--- config.mk ---
export PLATFORM = sky130hd
export DESIGN_NAME = inv_nov_stepdown
export DESIGN_NICKNAME = d
export VERILOG_FILES = /design/src/rtl/inv_nov_stepdown.sv
export SDC_FILE = /design/constraint.sdc
export NUM_CORES = 1
export LEC_CHECK = 0
export ABC_CLOCK_PERIOD_IN_PS = 1700
export CAP_MARGIN = 20
export CORE_MARGIN = 1
export CORE_UTILIZATION = 51
export CTS_CLUSTER_SIZE = 8
export DETAILED_ROUTE_END_ITERATION = 12
export PLACE_DENSITY = 0.74
export REMOVE_ABC_BUFFERS = 1
export SLEW_MARGIN = 20
export SYNTH_ARGS = -nofsm -noshare
export SYNTH_HDL_FRONTEND = slang
export SYNTH_SLANG_ARGS = --single-unit
--- constraint.sdc ---
create_clock -name CELCLK -period 1.7 [get_ports CELCLK]
set_input_delay 0.17 -clock CELCLK [delete_from_list [all_inputs] [get_ports CELCLK]]
set_output_delay 0.17 -clock CELCLK [all_outputs]
set_load 0.1 [all_outputs]
--- src/rtl/inv_nov_stepdown.sv ---
// inv_nov_stepdown: per-channel deglitched inverter with break-before-make
// high/low side drivers. Each channel synchronizes its command and filters
// it. A small state machine then inserts DEAD cycles of dead time between
// the low-side drive turning off and the high-side drive turning on, and
// the same between the high-side drive turning off and the low-side drive
// turning on.

module inv_nov_stepdown #(
  parameter int WIDTH  = 2,
  parameter int FILT   = 2,
  parameter int DEAD   = 3,
  parameter int INVERT = 1
) (
  input  logic             CELCLK,
  input  logic             CELRST,
  input  logic             CELV,
  input  logic             CELG,
  input  logic             SUB,
  input  logic             CELEN,
  input  logic [WIDTH-1:0] i,
  output logic [WIDTH-1:0] o,
  output logic [WIDTH-1:0] oh,
  output logic [WIDTH-1:0] ol,
  output logic [WIDTH-1:0] busy
);

  typedef enum logic [2:0] {
    st_off,
    st_low,
    st_dt_up,
    st_high,
    st_dt_dn
  } state_t;

  // The filter fires when the mismatch count has already reached FILT-1
  // and the current cycle still mismatches.
  localparam logic [3:0] filt_last = 4'(FILT - 1);
  // The dead-time counter counts down to zero, so loading DEAD-1 gives DEAD cycles.
  localparam logic [7:0] dead_load = 8'(DEAD - 1);
  localparam logic       inv_bit   = (INVERT != 0);

  // Supply, ground and substrate pins exist only for connectivity.
  logic unused_pins;
  assign unused_pins = ^{CELV, CELG, SUB};

  genvar k;
  for (k = 0; k < WIDTH; k++) begin : g_ch
    logic       s1;
    logic       s2;
    logic       f;
    logic [3:0] fcnt;
    logic [7:0] dcnt;
    state_t     state;

    // Two-flop synchronizer for the asynchronous command input.
    always_ff @(posedge CELCLK) begin
      if (CELRST) begin
        s1 <= 1'b0;
        s2 <= 1'b0;
      end else begin
        s1 <= i[k];
        s2 <= s1;
      end
    end

    // Deglitch: f only follows s2 after FILT consecutive mismatching cycles.
    always_ff @(posedge CELCLK) begin
      if (CELRST) begin
        f    <= 1'b0;
        fcnt <= '0;
      end else if (s2 != f) begin
        if (fcnt == filt_last) begin
          f    <= s2;
          fcnt <= '0;
        end else begin
          fcnt <= fcnt + 4'd1;
        end
      end else begin
        fcnt <= '0;
      end
    end

    // Driver sequencing. Dead time is skipped when a pending turn-on is
    // cancelled, because the opposite switch was never driven.
    always_ff @(posedge CELCLK) begin
      if (CELRST || !CELEN) begin
        state <= st_off;
        dcnt  <= '0;
      end else begin
        case (state)
          st_off: begin
            if (f) begin
              state <= st_dt_up;
              dcnt  <= dead_load;
            end else begin
              state <= st_low;
            end
          end
          st_low: begin
            if (f) begin
              state <= st_dt_up;
              dcnt  <= dead_load;
            end
          end
          st_dt_up: begin
            if (!f) begin
              state <= st_low;
              dcnt  <= '0;
            end else if (dcnt == 8'd0) begin
              state <= st_high;
            end else begin
              dcnt <= dcnt - 8'd1;
            end
          end
          st_high: begin
            if (!f) begin
              state <= st_dt_dn;
              dcnt  <= dead_load;
            end
          end
          st_dt_dn: begin
            if (f) begin
              state <= st_high;
              dcnt  <= '0;
            end else if (dcnt == 8'd0) begin
              state <= st_low;
            end else begin
              dcnt <= dcnt - 8'd1;
            end
          end
          default: begin
            state <= st_off;
            dcnt  <= '0;
          end
        endcase
      end
    end

    assign o[k]    = f ^ inv_bit;
    assign oh[k]   = (state == st_high);
    assign ol[k]   = (state == st_low);
    assign busy[k] = (state == st_dt_up) || (state == st_dt_dn);
  end

endmodule

==> results.json, run 1 <==
{
  "syn-cell-area_um2": 1890,
  "r2r-end": "g_ch[0].dcnt[2]$_SDFFE_PP0P_",
  "clock_latency_ps": 300,
  "ys_warn_count": 0,
  "grt_setup_unrepaired": "true",
  "area_delta_synth_final_pct": 30.0,
  "crit_path_max_fanout": 6,
  "swShare_pct": 23.2,
  "hold_start": "i[0]",
  "outcome": "finished, final reports clean",
  "finalSetupViolations": 0,
  "power.density_nw_per_um2": 711,
  "ys_types": 50,
  "cts_tree": "yes",
  "cp.arrival_ps": 1820,
  "cts_made_buffers": 5,
  "leakage_uw": 0.000973,
  "avgSynthCellArea_um2": 8.53,
  "hold_viol_final": 0,
  "antenna_left": 0,
  "gp_congestion": 0.796,
  "p_int_uw": 1340,
  "clkPwrFrac_pct": 43.5,
  "via_per_inst": 5.68,
  "place.port_buffers": 12,
  "final.setup.worst_slack_ps": 68.5,
  "chipHeight_um": 62.9,
  "critPathKind": "flop to flop",
  "seq_area_frac_synth_pct": 38.1,
  "wire_per_inst_um": 13.6,
  "synth_edf_count": 0,
  "grt_pass1_vias": 1695,
  "dieArea_um2": 3960,
  "clockBufferDepth": 2,
  "cts.sinks": 36,
  "synth-async-reset-ratio_pct": 0,
  "endpoint_kind": "flop",
  "overflow": 0,
  "min_period_over_period_pct": 96.0,
  "nNetsFinal": 274,
  "grt_pass1_wl_um": 7210,
  "worstMarginPinSlew_ps": 345,
  "slew_headroom_pct": 76.8,
  "reg2reg_from": "g_ch[0].dcnt[1]$_SDFFE_PP0P_",
  "hpwl_um": 2830,
  "grt_use_total_pct": 23.4,
  "pin_count": 16,
  "first_pass_iters": 4,
  "final_common_cell": "dfxtp_1",
  "power.switching_uw": 406,
  "routed_wl_um": 4150,
  "combPwrFrac_pct": 7.3,
  "diodes": 0,
  "drc": 0,
  "max_freq_mhz": 613,
  "total_power_uw": 1750,
  "rows": 21,
  "critPathLaunchType": "flop",
  "fin_skew_ps": 2.90,
  "hold_end": "g_ch[0].s1$_SDFF_PP0_",
  "h-tree-depth": 2,
  "mostFrequentLayoutCells": "33 x dfxtp_1, 29 x buf_4, 25 x nor2_1, 15 x a21oi_1",
  "syn_inst": 222,
  "hold_depth": 2,
  "initial_core_util_pct": 55.0,
  "fin_tns_setup_ps": 0,
  "crit_required_ps": 1890,
  "antenna_found_initial": 0,
  "ys_ff_latch": 36,
  "dr_total_vias": 1731,
  "drtIter0Drc": 137,
  "max_cap_viol_count": 0,
  "cts-root-buf": "clkbuf_8",
  "coreArea_um2": 3440,
  "layout-drive-gt1-share_pct": 24.7,
  "r2r_setup_slack_ps": 70,
  "drv_slew": 0,
  "r2r_cells": 6,
  "fin_crit_ps": 1630,
  "place_ws_ps": -76.6,
  "hp-class": "primary input to flop",
  "grt_max_degree": 13,
  "clk_pin_slew_worst_paths_ps": 70,
  "pwr-share-seq_pct": 49.2,
  "die_w_um": 62.9,
  "ir_worst_vdd_mv": 0.565,
  "yosys_most_used_dff": "dfxtp_1",
  "cts_hold_buf": 0
}
==> layer usage <==
metal	global-route usage, %	vias up	share of wire, %
li1	-	868	-
met1	26.3	835	45
met2	40.2	18	50
met3	7.66	10	2.9
met4	9.88	0	2.1
met5	0	-	0
==> state kept, by name, indices dropped and copies added (netlist names) <==
signal and flops:
g_ch.fcnt 8, g_ch.s1 2, g_ch.f 2, g_ch.s2 2, g_ch.state 6, g_ch.dcnt 16
==> through the flow <==
| step | std cells | area [um2] | hold slack, ps | utilization [%] |
|---|---|---|---|---|
| 2_1_floorplan | 209 | 1840 | 242 | - |
| 3_3_place_gp | 296 | 2310 | 418 | 67.1 |
| 3_5_place_dp | 296 | 2310 | 426 | 67.1 |
| 4_1_cts | 304 | 2420 | 423 | 70.4 |
| 5_1_grt | 305 | 2460 | 418 | 71.5 |
| 6_report | 305 | 2460 | 424 | 71.5 |
==> Yosys cell counts, types with 2 or more instances <==
cell type,n,area [um2]
dfxtp_1,36,721
nor2_1,25,93.8
a21oi_1,15,75.1
inv_1,11,41.3
nor3_1,11,55.1
nand2_1,9,33.8
ha_1,8,100
clkbuf_1,7,26.3
nand3_1,7,35.0
xor2_1,7,61.3
o21ai_0,6,30.0
xnor2_1,6,52.6
a211oi_1,5,37.5
nand4_1,5,31.3
nor2b_1,5,31.3
or3_1,5,31.3
a31oi_1,4,25.0
buf_2,4,20.0
and3_1,3,18.8
nand2b_1,3,18.8
nor3b_1,3,22.5
nand3b_1,2,15.0
nand4b_1,2,17.5
o211ai_1,2,15.0
o21a_1,2,15.0
o22ai_1,2,12.5
o31ai_1,2,15.0
or2_2,2,12.5
or4_4,2,22.5
==> power by group through the flow <==
stage / logic (uW) / registers (uW) / clock network (uW)
floorplan: 66.6 / 881 / 0
global placement: 124 / 879 / 0
detailed placement: 126 / 880 / 0
CTS: 128 / 860 / 772
global route: 138 / 862 / 826
finish: 128 / 860 / 762
==> how the worst max path moves through the flow <==
stage	slack [ps]	cells past startpoint	from	endpoint
floorplan	-1140	1	g_ch[1].state[0]$_SDFFE_PP0P_	ol[1]
detailed placement	-80	6	g_ch[0].dcnt[0]$_SDFFE_PP0P_	g_ch[0].dcnt[6]$_SDFFE_PP0P_
CTS	5	6	g_ch[0].dcnt[0]$_SDFFE_PP0P_	g_ch[0].dcnt[3]$_SDFFE_PP0P_
global route	-10	6	g_ch[0].dcnt[1]$_SDFFE_PP0P_	g_ch[0].dcnt[4]$_SDFFE_PP0P_
finish	70	6	g_ch[0].dcnt[1]$_SDFFE_PP0P_	g_ch[0].dcnt[2]$_SDFFE_PP0P_
global placement	-30	6	g_ch[0].dcnt[0]$_SDFFE_PP0P_	g_ch[0].dcnt[3]$_SDFFE_PP0P_
==> cell families after synthesis <==
family / after synthesis / share of synthesized area (%)
AOI/OAI and AO/OA: 48 / 17.6
adders and majority gates: 8 / 5.29
muxes: 1 / 0.529
DFF: 36 / 38.1
and+or+nand+nor: 92 / 27.3
xor gates and xnor gates: 13 / 6.01
buffers and inverters: 24 / 5.22
==> layout make-up <==
| type | instances | area, um2 |
|---|---|---|
| Timing Repair Buffer | 41 | 418 |
| Clock buffer | 5 | 68.8 |
| Inverter | 11 | 41.3 |
| Multi-Input combinational cell | 163 | 1110 |
| Tap cell | 46 | 57.6 |
| Clock inverter | 3 | 42.5 |
| Fill cell | 261 | 981 |
| Sequential cell | 36 | 724 |
==> critical path, cell delays in order (launching register included) <==
cell	delay [ps]
dfxtp_2	320
inv_1	60
ha_1	130
or3b_4	380
or2_4	290
a21oi_4	260
nor3_1	80
==> what timing repair did <==
action	in CTS	in global routing
setup buffers	0	0
pin swaps	1	7
gates resized for setup	1	9
endpoints found under the setup margin	7	15
gates cloned	0	1
(Power assumes the default switching activity.)
==> run 2, diff against run 1 <==
==> config.mk (replaced) <==
export PLATFORM = sky130hd
export DESIGN_NAME = inv_nov_stepdown
export DESIGN_NICKNAME = d
export VERILOG_FILES = /design/src/rtl/inv_nov_stepdown.sv
export SDC_FILE = /design/constraint.sdc
export NUM_CORES = 1
export LEC_CHECK = 0
export ABC_CLOCK_PERIOD_IN_PS = 1650
export CAP_MARGIN = 20
export CORE_MARGIN = 1
export CORE_UTILIZATION = 51
export CTS_CLUSTER_SIZE = 8
export DETAILED_ROUTE_END_ITERATION = 12
export PLACE_DENSITY = 0.72
export REMOVE_ABC_BUFFERS = 1
export SYNTH_ARGS = -nofsm -noshare
export SYNTH_HDL_FRONTEND = slang
export SYNTH_SLANG_ARGS = --single-unit
==> constraint.sdc (replaced) <==
create_clock -name CELCLK -period 1.65 [get_ports CELCLK]
set_input_delay 0.33 -clock CELCLK [delete_from_list [all_inputs] [get_ports CELCLK]]
set_output_delay 0.33 -clock CELCLK [all_outputs]
set_load 0.1 [all_outputs]
==> run 2 against run 1 <==
Effect of this change:
- register-to-register slack got worse by 60 ps
- clock skew increased by 7.7 ps
- combinational power increased by 9%
- sequential cell count unchanged
- clock power decreased by 12%
- critical path depth decreased by 2
- die area unchanged
- power decreased by 3.2%
- setup slack got worse by 62 ps
==> results.json, run 2 (same netlist as run 1, synthesis figures left out) <==
{
  "cts_made_buffers": 5,
  "r2r_cells": 4,
  "clk_pin_slew_worst_paths_ps": 70,
  "die_w_um": 62.9,
  "antenna_found_initial": 0,
  "wire_per_inst_um": 14.9,
  "slew_headroom_pct": 75.2,
  "pin_count": 16,
  "hpwl_um": 3060,
  "critPathKind": "flop to flop",
  "cts_hold_buf": 0,
  "endpoint_kind": "flop",
  "largest_register_ffs": 16,
  "layout-drive-gt1-share_pct": 33.8,
  "hp-class": "flop to flop",
  "coreArea_um2": 3440,
  "combPwrFrac_pct": 8.2,
  "hold_start": "g_ch[0].s1$_SDFF_PP0_",
  "cts-root-buf": "clkbuf_8",
  "drv_slew": 0,
  "max_cap_viol_count": 0,
  "r2r_setup_slack_ps": 6,
  "grt_max_degree": 12,
  "diodes": 0,
  "critPathBufInv": 0,
  "place.port_buffers": 12,
  "r2r-end": "g_ch[0].dcnt[5]$_SDFFE_PP0P_",
  "grt_pass1_wl_um": 7470,
  "p_int_uw": 1310,
  "hold_viol_final": 0,
  "regMostFlops": "g_ch.dcnt",
  "outcome": "finished, final reports clean",
  "clkPwrFrac_pct": 39.4,
  "grt_setup_unrepaired": "true",
  "cts_tree": "yes",
  "grt_pass1_vias": 1746,
  "crit_path_max_fanout": 6,
  "finalSetupViolations": 0,
  "mostFrequentLayoutCells": "34 x buf_4, 27 x dfxtp_1, 23 x nor2_1, 12 x a21oi_1, 9 x nand2_1",
  "pwr-share-seq_pct": 52.4,
  "initial_core_util_pct": 55.0,
  "fin_crit_ps": 1640,
  "nNetsFinal": 282,
  "min_period_over_period_pct": 99.6,
  "hold_depth": 1,
  "crit_chain": "or4_4, or2_4, a21oi_4, nor3_2",
  "drc": 0,
  "hold_end": "g_ch[0].s2$_SDFF_PP0_",
  "area_delta_synth_final_pct": 37.1,
  "overflow": 0,
  "first_pass_iters": 4,
  "fin_tns_setup_ps": 0,
  "grt_use_total_pct": 23.6,
  "dr_total_vias": 1778,
  "leakage_uw": 0.00104,
  "slowest_delay_ps": 560,
  "worstMarginPinSlew_ps": 371,
  "cts.sinks": 36,
  "critPathTopFamily": "simple AND/OR/NAND/NOR gates",
  "crit_required_ps": 1820,
  "swShare_pct": 22.6,
  "dieArea_um2": 3960,
  "ir_worst_vdd_mv": 0.447,
  "crit_slowest_cell": "or4_4",
  "antenna_left": 0,
  "critPathLaunchType": "flop",
  "rows": 21,
  "reg2reg_from": "g_ch[0].dcnt[3]$_SDFFE_PP0P_",
  "fin_skew_ps": 10.6,
  "final_common_cell": "buf_4",
  "drtIter0Drc": 128,
  "via_per_inst": 5.70,
  "gp_congestion": 0.790,
  "fin_hold_ws_ps": 454,
  "reg.largest.list": "g_ch.dcnt: 16 flops, g_ch.fcnt: 8 flops, g_ch.state: 6 flops",
  "power.density_nw_per_um2": 652,
  "clock_latency_ps": 290,
  "chipHeight_um": 62.9,
  "cp.arrival_ps": 1820,
  "max_freq_mhz": 608,
  "h-tree-depth": 2,
  "routed_wl_um": 4650,
  "clockBufferDepth": 2,
  "power.switching_uw": 383
}
-- run 2: cell count changes in the layout (fill, tap and decap cells not counted), sizes merged --
cell / before / now
buf: 37 / 46
clkbuf: 5 / 7
a22oi: 2 / 1
bufinv: 1 / 0
clkinv: 1 / 0
clkinvlp: 1 / 0
-- run 2: repair_timing --
item                                    4_1_cts  5_1_grt
endpoints found under the setup margin       15       14
pin swaps                                     6       11
setup buffers                                 3        3
resized for setup                             8       29
gates cloned                                  0        0
-- run 2: area by class of cell --
class                           count  area, um2
Multi-Input combinational cell    162       1170
Timing Repair Buffer               50        500
Clock buffer                        7       96.3
Fill cell                         239        846
Sequential cell                    36        734
Inverter                           11       41.3
Tap cell                           46       57.6
-- run 2: per-stage QoR --
| step | setup WS [ps] | util [%] | total power (uW) | cell area (um2) | instances |
|---|---|---|---|---|---|
| after floorplan | -1350 | - | 976 | 1840 | 209 |
| after global placement | -69.3 | 67.8 | 1030 | 2330 | 299 |
| after detailed placement | -111 | 67.8 | 1040 | 2330 | 299 |
| after CTS | 3.79 | 71.9 | 1700 | 2480 | 309 |
| after global routing | -83.4 | 75.4 | 1750 | 2600 | 312 |
| final | 6.08 | 75.4 | 1690 | 2600 | 312 |
-- run 2: metal layers --
metal	share of wire, %	routed length (um)	track usage [%]
met1	41	1890	25.1
met3	3.5	162	6.02
met2	54	2520	43.0
met5	0	0	0
met4	1.8	83	10.5
-- run 2: how the worst max path moves through the flow --
stage,cells past startpoint,endpoint,from,slack [ps]
floorplan,1,ol[1],g_ch[1].state[0]$_SDFFE_PP0P_,-1350
global placement,6,g_ch[0].dcnt[3]$_SDFFE_PP0P_,g_ch[0].dcnt[0]$_SDFFE_PP0P_,-70
detailed placement,6,g_ch[0].dcnt[5]$_SDFFE_PP0P_,g_ch[0].dcnt[1]$_SDFFE_PP0P_,-110
CTS,4,busy[0],g_ch[0].state[1]$_SDFFE_PP0P_,4
global route,5,g_ch[1].dcnt[5]$_SDFFE_PP0P_,g_ch[1].f$_SDFFE_PP0P_,-80
finish,4,g_ch[0].dcnt[5]$_SDFFE_PP0P_,g_ch[0].dcnt[3]$_SDFFE_PP0P_,6
-- run 2: power by group through the flow --
stage,clock network (uW),logic (uW),registers (uW)
6_report,667,139,888
3_3_place_gp,0,123,906
2_1_floorplan,0,68.6,908
5_1_grt,711,148,889
3_5_place_dp,0,128,908
4_1_cts,684,131,888
==> run 3, diff against run 2 <==
--- a/config.mk
+++ b/config.mk
@@ -11,6 +11,7 @@
 export CORE_UTILIZATION = 51
 export CTS_CLUSTER_SIZE = 8
 export DETAILED_ROUTE_END_ITERATION = 12
+export GPL_ROUTABILITY_DRIVEN = 0
 export PLACE_DENSITY = 0.72
 export REMOVE_ABC_BUFFERS = 1
 export SYNTH_ARGS = -nofsm -noshare
==> results of run 3 <==
No change in the layout: final DEF, timing and power equal those of run 2.
